[src/rtl/fifo_pkg.sv]
// fifo_pkg: shared width, integration defaults and read-engine state type.
package fifo_pkg;
    localparam int DATA_WIDTH  = 8;
    localparam int TX_COUNT_RD = 120;
    localparam int READ_DELAY  = 0;
    typedef enum logic [2:0] {ST_IDLE, ST_DELAY, ST_READ, ST_DRAIN, ST_DONE} rd_state_e;
endpackage

[src/rtl/fifo_rd_skid.sv]
// fifo_rd_skid: two-entry skid buffer, valid/ready on both sides, oldest entry at the head.
module fifo_rd_skid #(
    parameter int DATA_WIDTH = 8
) (
    input  logic                  clk_i,
    input  logic                  rst_ni,
    input  logic                  in_valid_i,
    output logic                  in_ready_o,
    input  logic [DATA_WIDTH-1:0] in_data_i,
    output logic                  out_valid_o,
    input  logic                  out_ready_i,
    output logic [DATA_WIDTH-1:0] out_data_o,
    output logic [1:0]            occ_o
);
    logic [1:0]            occ_q, occ_d;
    logic [DATA_WIDTH-1:0] ent0_q, ent0_d, ent1_q, ent1_d;
    logic                  push, pop;
    assign in_ready_o  = occ_q != 2'd2;
    assign out_valid_o = occ_q != 2'd0;
    assign out_data_o  = ent0_q;
    assign occ_o       = occ_q;
    assign push        = in_valid_i && in_ready_o;
    assign pop         = out_valid_o && out_ready_i;
    always_comb begin
        occ_d  = occ_q + {1'b0, push} - {1'b0, pop};
        ent0_d = pop ? ((push && occ_q == 2'd1) ? in_data_i : ent1_q)
                     : ((push && occ_q == 2'd0) ? in_data_i : ent0_q);
        ent1_d = (push && occ_q == 2'd1 && !pop) ? in_data_i : ent1_q;
    end
    always_ff @(posedge clk_i or negedge rst_ni) begin
        if (!rst_ni) begin
            occ_q  <= '0;
            ent0_q <= '0;
            ent1_q <= '0;
        end else begin
            occ_q  <= occ_d;
            ent0_q <= ent0_d;
            ent1_q <= ent1_d;
        end
    end
endmodule

[src/rtl/fifo_rd_engine.sv]
// fifo_rd_engine: reads TX_COUNT words from a FIFO into a skid buffer and streams them out.
// Optional in-order data checker enabled by defining FIFO_RD_CHECK_EN.
module fifo_rd_engine #(
    parameter int DATA_WIDTH = fifo_pkg::DATA_WIDTH,
    parameter int TX_COUNT   = fifo_pkg::TX_COUNT_RD,
    parameter int READ_DELAY = fifo_pkg::READ_DELAY
) (
    input  logic                  clk_rd,
    input  logic                  rst_n,
    input  logic                  start,
    input  logic                  empty,
    input  logic [DATA_WIDTH-1:0] rd_data,
    output logic                  rd_en,
    output logic [DATA_WIDTH-1:0] out_data,
    output logic                  out_valid,
    input  logic                  out_ready,
    output logic                  busy,
    output logic                  done,
    output logic [15:0]           rd_count,
    output logic [15:0]           err_count
);
    import fifo_pkg::*;
    localparam logic [15:0] TXC      = 16'(TX_COUNT);
    localparam logic [15:0] DLY_LAST = 16'(READ_DELAY - 1);
    rd_state_e   state_q, state_d;
    logic [15:0] dly_q, dly_d, issued_q, issued_d, rd_count_q, rd_count_d;
    logic [1:0]  occ;
    logic        inflight_q, pop, go, skid_rdy;
    assign go        = start && (state_q == ST_IDLE || state_q == ST_DONE);
    assign pop       = out_valid && out_ready;
    // Credit check: skid occupancy plus the word in flight must leave room after this cycle's pop.
    assign rd_en     = state_q == ST_READ && !empty && issued_q < TXC
                       && (3'(occ) + 3'(inflight_q)) < (3'd2 + 3'(pop));
    assign busy      = state_q == ST_DELAY || state_q == ST_READ || state_q == ST_DRAIN;
    assign done      = state_q == ST_DONE;
    assign rd_count  = rd_count_q;
    always_comb begin
        state_d    = state_q;
        dly_d      = dly_q;
        issued_d   = issued_q + 16'(rd_en);
        rd_count_d = rd_count_q + 16'(pop);
        case (state_q)
            ST_IDLE, ST_DONE: if (go) begin
                issued_d   = '0;
                rd_count_d = '0;
                dly_d      = '0;
                state_d    = (READ_DELAY > 0) ? ST_DELAY : ST_READ;
            end
            ST_DELAY: begin
                dly_d   = dly_q + 16'd1;
                state_d = (dly_q == DLY_LAST) ? ST_READ : ST_DELAY;
            end
            ST_READ:  state_d = (issued_d == TXC) ? ST_DRAIN : ST_READ;
            ST_DRAIN: state_d = (occ == 2'd0 && !inflight_q) ? ST_DONE : ST_DRAIN;
            default:  state_d = ST_IDLE;
        endcase
    end
    always_ff @(posedge clk_rd or negedge rst_n) begin
        if (!rst_n) begin
            state_q    <= ST_IDLE;
            dly_q      <= '0;
            issued_q   <= '0;
            rd_count_q <= '0;
            inflight_q <= 1'b0;
        end else begin
            state_q    <= state_d;
            dly_q      <= dly_d;
            issued_q   <= issued_d;
            rd_count_q <= rd_count_d;
            inflight_q <= rd_en;
        end
    end
    fifo_rd_skid #(.DATA_WIDTH(DATA_WIDTH)) u_skid (
        .clk_i      (clk_rd),
        .rst_ni     (rst_n),
        .in_valid_i (inflight_q && skid_rdy),
        .in_ready_o (skid_rdy),
        .in_data_i  (rd_data),
        .out_valid_o(out_valid),
        .out_ready_i(out_ready),
        .out_data_o (out_data),
        .occ_o      (occ)
    );
`ifdef FIFO_RD_CHECK_EN
    logic [DATA_WIDTH-1:0] exp_q;
    logic [15:0]           err_q;
    always_ff @(posedge clk_rd or negedge rst_n) begin
        if (!rst_n) begin
            exp_q <= '0;
            err_q <= '0;
        end else if (go) begin
            exp_q <= '0;
            err_q <= '0;
        end else if (pop) begin
            exp_q <= exp_q + DATA_WIDTH'(1);
            if (out_data != exp_q && err_q != 16'hFFFF) err_q <= err_q + 16'd1;
        end
    end
    assign err_count = err_q;
`else
    assign err_count = 16'd0;
`endif
endmodule
[config.mk]
export PLATFORM = sky130hd
export DESIGN_NAME = fifo_rd_engine
export DESIGN_NICKNAME = d
export VERILOG_FILES = /design/src/rtl/fifo_pkg.sv /design/src/rtl/fifo_rd_skid.sv /design/src/rtl/fifo_rd_engine.sv
export SDC_FILE = /design/constraint.sdc
export NUM_CORES = 1
export LEC_CHECK = 0
export CAP_MARGIN = 40
export CORE_MARGIN = 2
export CORE_UTILIZATION = 33
export CTS_CLUSTER_DIAMETER = 60
export DETAILED_ROUTE_END_ITERATION = 7
export MAX_ROUTING_LAYER = met4
export SYNTH_ARGS = -nofsm -noshare
export SYNTH_HDL_FRONTEND = slang
export SYNTH_HIERARCHICAL = 1
export SYNTH_SLANG_ARGS = --single-unit
[constraint.sdc]
create_clock -name clk_rd -period 3.05 [get_ports clk_rd]
set_input_delay 0.305 -clock clk_rd [delete_from_list [all_inputs] [get_ports clk_rd]]
set_output_delay 0.305 -clock clk_rd [all_outputs]
set_load 0.03 [all_outputs]
* Word-level counts from Yosys, hierarchy flattened
Cells that the tools add are included. W data, S select, Z words.
Operators by class: add/subtract/negate cells 7, multiply operators 0, div/mod/pow operators 0, $lt $le $gt $ge 2, eq/ne operators 9, shift operators 0, mux-type cells 14, bitwise operators 0, reductions and logical operators 24
Operator list (count):
- $mux W16 | 5
- $add A16 B1 Y16 | 2
- $pmux W16 S2 | 1
- $mux W8 | 3
- $add A16 B1 Y16 const B | 1
- $eq A16 B16 Y1 const B | 1
- $eq A16 B7 Y1 const B | 1
- $lt A16 B7 Y1 const B | 1
- $pmux W3 S4 | 1
- $logic_and A1 B1 Y1 | 11
- $eq A3 B2 Y1 const B | 2
- $mux W3 | 2
- $reduce_bool A2 Y1 | 3
- $ne A2 B2 Y1 const B | 2
- $add A2 B1 Y3 | 1
- $add A2 B1 Y3 const A | 1
- $eq A3 B1 Y1 const B | 1
- $eq A3 B3 Y1 const B | 1
- $logic_not A1 Y1 | 3
- $logic_not A3 Y1 | 1
- $logic_or A1 B1 Y1 | 3
- $lt A3 B3 Y1 | 1
- $add A2 B1 Y2 | 1
- $eq A2 B1 Y1 const B | 1
- 6 further kinds | 6
Storage, ports and cells: bits in registers 70, latch bits 0, RAM bits 0, memory bits (read-only) 0, output and inout bits 44, logic and storage cells 64, memories kept 0

* Logic depth before layout (Yosys ltp)
Gate-level depths: netlist of run 1.
word-level depth 9, depth in mapped cells 13

* Cells and area by module
The synthesis of run 1 kept the hierarchy.
Modules (own cells, without submodules):
- fifo_rd_engine | times used 1, cells an instance 309, area each 2842.7 um^2, sequential area each 1301.2 um^2
- fifo_rd_skid | times used 1, cells an instance 80, area each 959.7 um^2, sequential area each 450.4 um^2

* Worst setup path before layout of run 1
OpenSTA, ideal clock, no wires.
path kind reg2reg, start reg u_skid.occ_q[1], in the netlist u_skid/occ_o[1], end reg state_q[0], setup time 132 ps, arrival time 3602 ps, setup slack -684 ps, stages on the path, launching flop included 14, path buffers 1, clock period less this slack 3734 ps, cell sequence dfrtp_1 -> nor2_2 -> clkinv_1 -> and2_1 -> nand2b_1 -> a211oi_1 -> ha_1 -> ha_1 -> nand2_1 -> or3_1 -> buf_6 -> nor3b_1 -> o311ai_1 -> o31ai_1
On the way: word-level cells in the longest chain between the ends 9, elaborated cells on any way between the ends 13
Ends and longest elaborated chain:
- start, declared | line fifo_rd_skid.sv:15 | logic [1:0] occ_q, occ_d;
- start signal, assigned | line fifo_rd_skid.sv:32 | occ_q <= '0;
- start signal, assigned | line fifo_rd_skid.sv:36 | occ_q <= occ_d;
- $reduce_bool A2 Y1 | line fifo_rd_skid.sv:19 | assign out_valid_o = occ_q != 2'd0;
- net out_valid | line fifo_rd_engine.sv:15 | output logic out_valid,
- $logic_and A1 B1 Y1 | line fifo_rd_engine.sv:30 | assign pop = out_valid && out_ready;
- $add A2 B1 Y3 | line fifo_rd_engine.sv:33 | && (3'(occ) + 3'(inflight_q)) < (3'd2 + 3'(pop));
- $lt A3 B3 Y1 | line fifo_rd_engine.sv:33
- $logic_and A1 B1 Y1 | line fifo_rd_engine.sv:33
- net rd_en | line fifo_rd_engine.sv:13 | output logic rd_en,
- $add A16 B1 Y16 | line fifo_rd_engine.sv:40 | issued_d = issued_q + 16'(rd_en);
- $eq A16 B7 Y1 | line fifo_rd_engine.sv:53 | ST_READ: state_d = (issued_d == TXC) ? ST_DRAIN : ST_READ;
- $mux W1 | line fifo_rd_engine.sv:53
- $pmux W3 S4 | line fifo_rd_engine.sv:42 | case (state_q)
- end signal, assigned | line fifo_rd_engine.sv:66 | state_q <= state_d;
- end, declared | line fifo_rd_engine.sv:25 | rd_state_e state_q, state_d;
The timed path passes the listed nets, and every way through them passes these cells. A chain may end at the register's enable or synchronous reset.

* Worst setup path after layout of run 1
start reg inflight_q, end reg state_q[0]
On the way: word-level cells in the longest chain between the ends 7, elaborated cells on any way between the ends 10
Ends and longest elaborated chain:
- start, declared | line fifo_rd_engine.sv:28 | logic inflight_q, pop, go, skid_rdy;
- start signal, assigned | line fifo_rd_engine.sv:70 | inflight_q <= rd_en;
- $add A2 B1 Y3 | line fifo_rd_engine.sv:33
- $lt A3 B3 Y1 | line fifo_rd_engine.sv:33
- $logic_and A1 B1 Y1 | line fifo_rd_engine.sv:33
- $add A16 B1 Y16 | line fifo_rd_engine.sv:40
- $eq A16 B7 Y1 | line fifo_rd_engine.sv:53
- $mux W1 | line fifo_rd_engine.sv:53
- $pmux W3 S4 (*) | line fifo_rd_engine.sv:42
Every way passes the cells marked *; elsewhere a longest branch is shown, timed or not.

==> metrics.csv, run 1 <==
stage,metric,value,unit
run_status,outcome,completed,
synth,number of synthesized register bits,70,
synth,warning count from the yosys run,6,
floorplan,core area,11300,um^2
global_routing,gr ovfl total,0,
final_layout,Layout fillers,1113,
global_routing,vias in the first global route,2850,
clock_tree,postcts setup bufs,0,
floorplan,Die Wd,111,um
route,vias per cell,5.04,
route,DR iter-0 viols,118,
sta,endpoints failing hold,0,
synth,largest cells by area after synthesis,"dfrtp_1 46%, nor2_1 4.0%, xnor2_1 3.5%",
sta,Max-Slew Margin vs Limit,59.0,%
floorplan,std cell rows,39,
global_routing,Tot GR Track Use,14.2,%
sta,worst hold slack,0.408,ns
route,post-route DRC violation count,0,
clock_tree,cts hold-fix bufs,1,
final_layout,number of diodes,0,
setup_path,CP Capture Type,flip-flop,
synth,syn_area_per_cell,9.77,um^2
sta,Final Setup Violations,0,
clock_tree,total CTS buffers,9,
setup_path,Worst EP arrival,3.03,ns
synth,Post-Synthesis Cells,389,
final_layout,layout net count,461,
sta,Final period util,92.8,%
setup_path,reg-to-reg startpoint,inflight_q$_DFF_PN0_,
synth,synth unique cells,47,
sta,RSZ-0062 raised after global routing,no,
clock_tree,buffer depth of the longest clock path,2,
synth,"Seq/Total Area, Yosys",46.1,%
route,final wirelength,8.27,mm
synth,Synth top area share,46.1,%
sta,Final TNS setup,0,ns
route,via count,2961,
global_routing,first-pass GRT wire length,14.0,mm
final_layout,layout cells sized above 1,11.0,%
sta,fin crit period,2.83,ns
place,Buffers on Ports,40,
final_layout,footprint of the multi-input gates,1890,um^2
global_routing,initial antenna violation count,0,
setup_path,Worst Setup SP,inflight_q$_DFF_PN0_,
route,TritonRoute pass-1 iters,4,
job,max-cap viol count,0,
clock_tree,H-tree level count,3,
place,Post-DP HPWL,5.87,mm
floorplan,Die Ht,111,um
final_layout,Seq. cell area,1750,um^2
floorplan,area of the die,12400,um^2
place,GPL Wtd Cong,0.827,
worst_hold_path,Hold WC Path Type,in2async,
setup_path,Crit Path Max Fanout,7,
sta,worst slew pin tran,0.615,ns
clock_tree,Resize count post-CTS,0,
final_layout,area grow syn2layout,23.4,%
sta,"Slew Viols, Final",0,
place,post-placement cell count,570,
power_and_ir_drop,PwrDens,803,nW/um^2
clock_tree,Root Driver,clkbuf_16,
clock_tree,CTS tree,yes,
final_layout,most frequent cells in the layout,"70 x dfrtp_1, 41 x nor2_1, 39 x clkdlybuf4s50_1, 28 x nand2_1, 21 x o21ai_0",
global_routing,largest net degree at the start of global routing,37,
clock_tree,clock-pin slew on the worst setup and hold paths,0.06,ns
setup_path,crit path kind,reg2reg,
power_and_ir_drop,Leakage,1.96,nW
synth,Synth Flop Type,dfrtp_1,
clock_tree,clk_lat worst skew,0.33,ns
setup_path,worst path required time,3.25,ns
synth,Post-synth EDFFs,0,
setup_path,CP startpoint kind,flip-flop,
synth,ys async rst share,100,%
synth,Yosys top cell by area,dfrtp_1,
route,Routed wire per std cell,14.1,um
final_layout,Finished Layout Cells,587,
sta,top achievable clock speed,353,MHz
floorplan,Starting Density,33.6,%
power_and_ir_drop,worst vdd ir,320,uV
final_layout,"most common cell after layout, fill and taps aside",dfrtp_1,
synth,"Cell Area, Synth",3800,um^2
route,post-route ant nets,0,
clock_tree,Clock Sinks,70,
floorplan,IO Pins,57,
sta,Worst Skew,0.00771,ns
[worst paths after layout]
kind | end | slack, ns | cells past startpoint
max | state_q[0]$_DFFE_PN0P_ | 0.22 | 12
min | rd_count[14]$_DFF_PN0_ | 0.41 | 2
max reg2reg | state_q[0]$_DFFE_PN0P_ | 0.22 | 12
min reg2reg | dly_q[15]$_DFFE_PN0P_ | 0.50 | 1
max in group asynchronous | u_skid/ent1_q[0]$_DFFE_PN0P_ | 1.86 | 3
min in group clk_rd | dly_q[15]$_DFFE_PN0P_ | 0.50 | 1
[flip-flops by register name, summed over array words and instances, names as in the netlist]
| register | flops |
|---|---|
| u_skid/out_data_o | 8 |
| issued_q | 16 |
| u_skid/ent1_q | 8 |
| state_q | 3 |
| inflight_q | 1 |
| rd_count | 16 |
| dly_q | 16 |
| u_skid/occ_o | 2 |
[cells by family after synthesis]
group,Yosys count,synth area share (%)
AOI/OAI and AO/OA,71,12.4
adders and majority gates,9,2.96
and+or+nand+nor,151,20.7
buffers and inverters,45,6.81
xor gates and xnor gates,27,6.22
other,1,0.0986
DFF,70,46.1
muxes,15,4.80
[synth_stat cells (all sizes together) (7+ instances only)]
cell type,number
nand4,16
ha,9
nand3,20
o21ai,21
a21oi,14
nor3,8
nor2,42
nand2,28
inv,13
dfrtp,70
o32ai,8
xnor2,15
buf,23
mux2,8
and2,9
xor2,12
o31ai,7
clkbuf,8
mux2i,7
[stage by stage]
stage	cell area (um^2)	worst slack, ns	utilization, %	power, mW
4_1_cts	4690	0.225	41.4	3.80
3_3_place_gp	4380	0.0727	38.6	2.69
6_report	4690	0.219	41.4	3.77
5_1_grt	4690	0.0262	41.4	3.99
2_1_floorplan	3900	0.0614	-	2.28
3_5_place_dp	4380	0.0179	38.6	2.71
[critical path, stage by stage (launching register included)]
cell,delay (ns)
dfrtp_1,0.39
ha_1,0.18
ha_1,0.18
nor2_1,0.09
nand4_1,0.15
a211oi_4,0.25
ha_4,0.22
ha_4,0.14
nand2_1,0.10
or3_1,0.44
nor3b_1,0.17
o311ai_1,0.30
o31ai_1,0.09
[layout make-up]
type / instances / share of cell area (%)
Multi-Input combinational cell: 289 / 40.3
Sequential cell: 70 / 37.3
Timing Repair Buffer: 55 / 10.9
Clock buffer: 9 / 4.80
Tap cell: 143 / 3.81
Clock inverter: 7 / 1.71
Inverter: 14 / 1.15
[where the power goes]
| part | switching, mW | internal, mW | leakage (nW) |
|---|---|---|---|
| sequential | 0.226 | 1.15 | 0.928 |
| clock | 0.424 | 0.643 | 0.143 |
| combinational | 0.713 | 0.612 | 0.889 |
[layer usage]
layer / wire length [um] / part of all wire, % / GRT usage [%]
met4: 101 / 1.2 / 4.77
met5: 0 / 0 / -
met3: 310 / 3.7 / 2.89
met1: 4050 / 49 / 19.2
met2: 3800 / 46 / 21.4
(Power assumes the default switching activity.)
==> run 2, diff against run 1 <==
--- a/config.mk
+++ b/config.mk
@@ -6,6 +6,7 @@
 export NUM_CORES = 1
 export LEC_CHECK = 0
 export CAP_MARGIN = 40
+export CORE_ASPECT_RATIO = 0.5
 export CORE_MARGIN = 2
 export CORE_UTILIZATION = 33
 export CTS_CLUSTER_DIAMETER = 60
==> metrics.csv, run 2 (synthesis gave the netlist of run 1 again) <==
stage,metric,value,unit,change
run_status,outcome,completed,,
place,Buffers on Ports,40,,unchanged
sta,Worst Skew,0.00591,ns,-0.00181 ns
route,via count,2966,,+0.17%
job,max-cap viol count,0,,unchanged
setup_path,CP startpoint kind,flip-flop,,
route,final wirelength,8.30,mm,+0.40%
clock_tree,total CTS buffers,9,,unchanged
setup_path,Crit Path Max Fanout,5,,-2
sta,top achievable clock speed,347,MHz,-1.7%
global_routing,largest net degree at the start of global routing,36,,-2.7%
sta,fin crit period,2.88,ns,+0.0482 ns
place,GPL Wtd Cong,0.873,,+5.6%
clock_tree,clock-pin slew on the worst setup and hold paths,0.05,ns,about the same
sta,Final period util,94.4,%,+1.6 points
setup_path,CP Capture Type,flip-flop,,
final_layout,number of diodes,0,,unchanged
global_routing,M2 GR Usage,22.4,%,+1.1 points
sta,Final Setup Violations,0,,unchanged
power_and_ir_drop,worst vdd ir,348,uV,+8.6%
global_routing,vias in the first global route,2876,,+0.91%
sta,endpoints failing hold,0,,unchanged
setup_path,worst path required time,3.29,ns,+0.04 ns
route,TritonRoute pass-1 iters,4,,unchanged
final_layout,layout net count,469,,+1.7%
clock_tree,H-tree level count,3,,unchanged
sta,Max-Slew Margin vs Limit,61.6,%,+2.5 points
worst_hold_path,Hold WC Path Type,in2async,,
setup_path,CP cell instances,ha_2 -> ha_2 -> nor2_2 -> nand4_1 -> a211oi_4 -> ha_4 -> ha_4 -> nand2_4 -> or3_4 -> nor4b_4 -> o311ai_2 -> o31ai_1,,
setup_path,Worst EP arrival,3.11,ns,+0.08 ns
global_routing,gr ovfl total,0,,unchanged
final_layout,most frequent cells in the layout,"70 x dfrtp_1, 40 x nor2_1, 39 x clkdlybuf4s50_1, 27 x nand2_1, 21 x o21ai_0",,
global_routing,Tot GR Track Use,14.8,%,+0.66 points
sta,"Slew Viols, Final",0,,unchanged
sta,setup ws final,0.171,ns,-0.0482 ns
global_routing,met1 usage,19.6,%,+0.33 points
floorplan,Starting Density,34.2,%,+0.62 points
setup_path,crit-path max cell delay,0.38,ns,-0.06 ns
global_routing,most used routing layer in global routing,met2,,
floorplan,IO Pins,57,,unchanged
clock_tree,Root Driver,clkbuf_16,,
setup_path,crit path kind,reg2reg,,
global_routing,initial antenna violation count,0,,unchanged
route,post-route ant nets,0,,unchanged
route,DR iter-0 viols,186,,+58%
floorplan,Die Wd,156,um,+40%
clock_tree,Clock Sinks,70,,unchanged
route,post-route DRC violation count,0,,unchanged
floorplan,Die Ht,79.9,um,-28%
final_layout,Finished Layout Cells,597,,+1.7%
clock_tree,clk_lat worst skew,0.33,ns,about the same
final_layout,"most common cell after layout, fill and taps aside",dfrtp_1,,
sta,worst slew pin tran,0.575,ns,-0.0403 ns
clock_tree,CTS tree,yes,,
power_and_ir_drop,Leakage,2.05,nW,+4.6%
place,Post-DP HPWL,5.76,mm,-1.9%
clock_tree,buffer depth of the longest clock path,2,,unchanged
place,pre-CTS setup slack,0.0383,ns,+0.0203 ns
setup_path,Crit-path slowest cell,dfrtp_1,,
floorplan,core area,11100,um^2,-1.8%
floorplan,std cell rows,27,,-31%
global_routing,met3 usage,3.69,%,+0.81 points
place,post-placement cell count,573,,+0.53%
global_routing,first-pass GRT wire length,14.2,mm,+0.83%
final_layout,layout cells sized above 1,13.7,%,+2.7 points
final_layout,area grow syn2layout,27.2,%,
route,Routed wire per std cell,13.9,um,-1.3%
floorplan,area of the die,12400,um^2,+0.43%
power_and_ir_drop,PwrDens,809,nW/um^2,+0.71%
route,vias per cell,4.97,,-1.5%
==> run 2: worst max-delay path: cells and delay by family (launching register included) <==
family / cells / cell delay, ns
flops: 1 / 0.38
fa+ha+maj: 4 / 0.73
compound gates: 3 / 0.69
simple gates: 5 / 0.98
==> run 2: final cells by class <==
cell class	instances	area (um^2)
Clock buffer	13	270
Clock inverter	3	65.1
Fill cell	1056	6280
Inverter	14	53.8
Multi-Input combinational cell	289	1920
Sequential cell	70	1750
Tap cell	145	181
Timing Repair Buffer	63	596
==> run 2: stage by stage <==
stage	area (um^2)	setup TNS, ns	util, %	hold slack (ns)	total power [mW]
after global placement	4390	0	39.5	0.470	2.70
after detailed placement	4410	0	39.7	0.131	2.71
final	4840	0	43.5	0.326	3.91
after floorplan	3900	0	-	0.00941	2.28
after global routing	4840	-0.00476	43.5	0.345	4.16
after CTS	4760	0	42.8	0.319	3.92
==> run 2: final timing paths <==
kind,startpoint,end,slack [ns],cells past startpoint
worst max-delay path,inflight_q$_DFF_PN0_,state_q[0]$_DFFE_PN0P_,0.17,12
worst min-delay path,rst_n,dly_q[11]$_DFFE_PN0P_,0.33,2
worst max register to register,inflight_q$_DFF_PN0_,state_q[0]$_DFFE_PN0P_,0.17,12
worst min register to register,dly_q[15]$_DFFE_PN0P_,dly_q[15]$_DFFE_PN0P_,0.49,1
max in group asynchronous,rst_n,issued_q[10]$_DFF_PN0_,2.32,3
min in group clk_rd,dly_q[15]$_DFFE_PN0P_,dly_q[15]$_DFFE_PN0P_,0.49,1
==> run 2: what timing repair did <==
action	CTS	global route
hold endpoints to repair	1	0
setup endpoints to repair	0	1
gates resized for setup	0	7
hold buffers	1	0
setup buffers	0	7
==> run 2: power breakdown <==
part | total, mW | switching (mW) | internal [mW]
combinational | 1.38 | 0.724 | 0.657
clock | 1.17 | 0.384 | 0.782
sequential | 1.36 | 0.215 | 1.15
==> run 2: layer usage <==
layer	wire, um	up-vias	part of all wire [%]
li1	-	1480	-
met1	4090	1424	49
met2	3840	49	46
met3	250	13	3.0
met4	126	0	1.5
met5	0	-	0
==> run 3, diff against run 2 <==
--- a/config.mk
+++ b/config.mk
@@ -11,6 +11,7 @@
 export CORE_UTILIZATION = 33
 export CTS_CLUSTER_DIAMETER = 60
 export DETAILED_ROUTE_END_ITERATION = 7
+export GPL_TIMING_DRIVEN = 0
 export MAX_ROUTING_LAYER = met4
 export SYNTH_ARGS = -nofsm -noshare
 export SYNTH_HDL_FRONTEND = slang
==> metrics.csv, run 3 (synthesis gave the netlist of run 1 again) <==
stage,metric,value,unit,change
global_routing,vias in the first global route,2899,,+0.80%
global_routing,Tot GR Track Use,14.8,%,-0.029 points
setup_path,worst-case register-to-register setup slack,0.17,ns,about the same
sta,Final Setup Violations,0,,unchanged
sta,fin crit period,2.88,ns,+0.00237 ns
sta,Final TNS setup,0,ns,unchanged
setup_path,Worst Setup SP,u_skid/occ_o[0]$_DFF_PN0_,,
floorplan,IO Pins,57,,unchanged
floorplan,area of the die,12400,um^2,unchanged
floorplan,Die Wd,156,um,unchanged
setup_path,Worst Setup EP,state_q[0]$_DFFE_PN0P_,,
clock_tree,H-tree level count,3,,unchanged
route,Routed wire per std cell,13.5,um,-3.2%
final_layout,layout cells sized above 1,14.5,%,+0.78 points
sta,Worst Skew,0.00459,ns,-0.00131 ns
route,post-route DRC violation count,0,,unchanged
setup_path,CP cell instances,ha_2 -> ha_1 -> nor2_1 -> nand4_1 -> a211oi_4 -> ha_4 -> ha_4 -> nand2_2 -> or3_1 -> buf_6 -> nor4b_4 -> o311ai_2 -> o31ai_1,,
setup_path,reg-to-reg startpoint,u_skid/occ_o[0]$_DFF_PN0_,,
final_layout,most frequent cells in the layout,"68 x dfrtp_1, 41 x nor2_1, 39 x clkdlybuf4s50_1, 27 x nand2_1, 25 x buf_4",,
place,Post-DP HPWL,5.72,mm,-0.62%
setup_path,crit path kind,reg2reg,,
setup_path,Crit-path slowest cell,dfrtp_2,,
sta,top achievable clock speed,347,MHz,about the same
clock_tree,total CTS buffers,9,,unchanged
run_status,outcome,completed,,
floorplan,std cell rows,27,,unchanged
final_layout,"most common cell after layout, fill and taps aside",dfrtp_1,,
place,DP Area,4500,um^2,+2.1%
worst_hold_path,Hold WC Path Type,in2async,,
clock_tree,Clock Sinks,70,,unchanged
job,max-cap viol count,0,,unchanged
clock_tree,buffer depth of the longest clock path,2,,unchanged
place,GPL Wtd Cong,0.797,,-8.7%
setup_path,CP startpoint kind,flip-flop,,
route,post-route ant nets,0,,unchanged
final_layout,layout net count,486,,+3.6%
clock_tree,CTS tree,yes,,
floorplan,Starting Density,34.2,%,unchanged
power_and_ir_drop,worst vdd ir,287,uV,-18%
setup_path,Most Frequent Cell on Critical Path,ha_4,,
power_and_ir_drop,Total Power,3.81,mW,-2.5%
final_layout,fin area,4890,um^2,+1.0%
sta,worst slew pin tran,0.611,ns,+0.0366 ns
power_and_ir_drop,PwrDens,780,nW/um^2,-3.5%
final_layout,number of diodes,0,,unchanged
global_routing,largest net degree at the start of global routing,48,,+33%
route,vias per cell,4.89,,-1.7%
setup_path,r2r endpoint,state_q[0]$_DFFE_PN0P_,,
clock_tree,Root Driver,clkbuf_16,,
clock_tree,clock-pin slew on the worst setup and hold paths,0.06,ns,about the same
final_layout,Util after Layout,44.0,%,+0.45 points
route,DR iter-0 viols,138,,-26%
setup_path,worst path bufs/invs,1,,+1
route,TritonRoute pass-1 iters,4,,unchanged
setup_path,Worst EP arrival,3.12,ns,about the same
floorplan,core area,11100,um^2,unchanged
global_routing,first-pass GRT wire length,14.2,mm,about the same
power_and_ir_drop,Leakage,2.08,nW,+1.4%
floorplan,Die Ht,79.9,um,unchanged
sta,"Slew Viols, Final",0,,unchanged
clock_tree,clk_lat worst skew,0.33,ns,about the same
sta,RSZ-0062 raised after global routing,no,,
global_routing,gr ovfl total,0,,unchanged
global_routing,initial antenna violation count,0,,unchanged
final_layout,area grow syn2layout,28.5,%,
place,Buffers on Ports,40,,unchanged
setup_path,worst path required time,3.29,ns,about the same
setup_path,crit-path max cell delay,0.41,ns,+0.03 ns
setup_path,cell count along the critical path,13,,+1
setup_path,Crit Path Max Fanout,6,,+1
setup_path,CP Capture Type,flip-flop,,
sta,endpoints failing hold,0,,unchanged
sta,Max-Slew Margin vs Limit,59.1,%,-2.4 points
route,via count,3000,,+1.1%
sta,Final period util,94.5,%,about the same
setup_path,Crit path max-delay family,simple AND/OR/NAND/NOR gates,,
setup_path,R2R depth,13,,+1
route,final wirelength,8.26,mm,-0.46%
## run 3: routing by layer
layer  GRT usage, %  up-vias  part of all wire [%]
met5              -        -                     0
li1               -     1509                     -
met1           19.0     1426                    50
met3           3.58       12                   3.2
met4           5.78        0                   1.7
met2           22.8       53                    45
## run 3: final cells by class
type | count | area [um^2]
fillers | 1063 | 6230
multi-input cells | 289 | 1900
flip-flops and latches | 70 | 1750
repair buffers | 49 | 488
clock buffers | 13 | 260
plain buffers | 31 | 206
well taps | 145 | 181
inverters | 14 | 55.1
clock inverters | 3 | 42.5
## run 3: timing repair
action                                  CTS  global route
pin swaps                                 4             6
endpoints found under the setup margin    1             1
hold buffers                              1             0
resized for setup                         3             3
setup buffers                             5             2
endpoints found under the hold margin    23             0
## run 3: metrics by stage
step	hold WS [ns]	cells	setup slack [ns]
after global routing	0.443	614	0.0244
final	0.420	614	0.169
after detailed placement	0.228	590	-0.255
after CTS	0.421	612	0.00813
after floorplan	0.00941	404	0.0614
after global placement	0.481	589	-0.848
## run 3: worst min-delay path by stage
stage | start | to | slack (ns) | cells after the start
after floorplan | rst_n | dly_q[0]$_DFFE_PN0P_ | 0.009 | 0
after global placement | dly_q[5]$_DFFE_PN0P_ | dly_q[5]$_DFFE_PN0P_ | 0.48 | 1
after detailed placement | rst_n | dly_q[10]$_DFFE_PN0P_ | 0.23 | 1
after CTS | rst_n | dly_q[4]$_DFFE_PN0P_ | 0.42 | 2
after global routing | rst_n | dly_q[4]$_DFFE_PN0P_ | 0.44 | 2
final | rst_n | dly_q[10]$_DFFE_PN0P_ | 0.42 | 2
## run 3: where the power goes
part,leakage (nW),internal [mW],total [mW],switching [mW]
registers,0.926,1.15,1.34,0.191
clock network,0.146,0.676,1.05,0.379
logic,1.01,0.661,1.41,0.754
## run 3: worst reg2reg max path, cell delays in order, from the launching register on
cell and delay, ns:
dfrtp_2 0.41, ha_2 0.18, ha_1 0.18, nor2_1 0.08, nand4_1 0.15, a211oi_4 0.25
ha_4 0.18, ha_4 0.16, nand2_2 0.08, or3_1 0.33, buf_6 0.14, nor4b_4 0.27
o311ai_2 0.14, o31ai_1 0.23
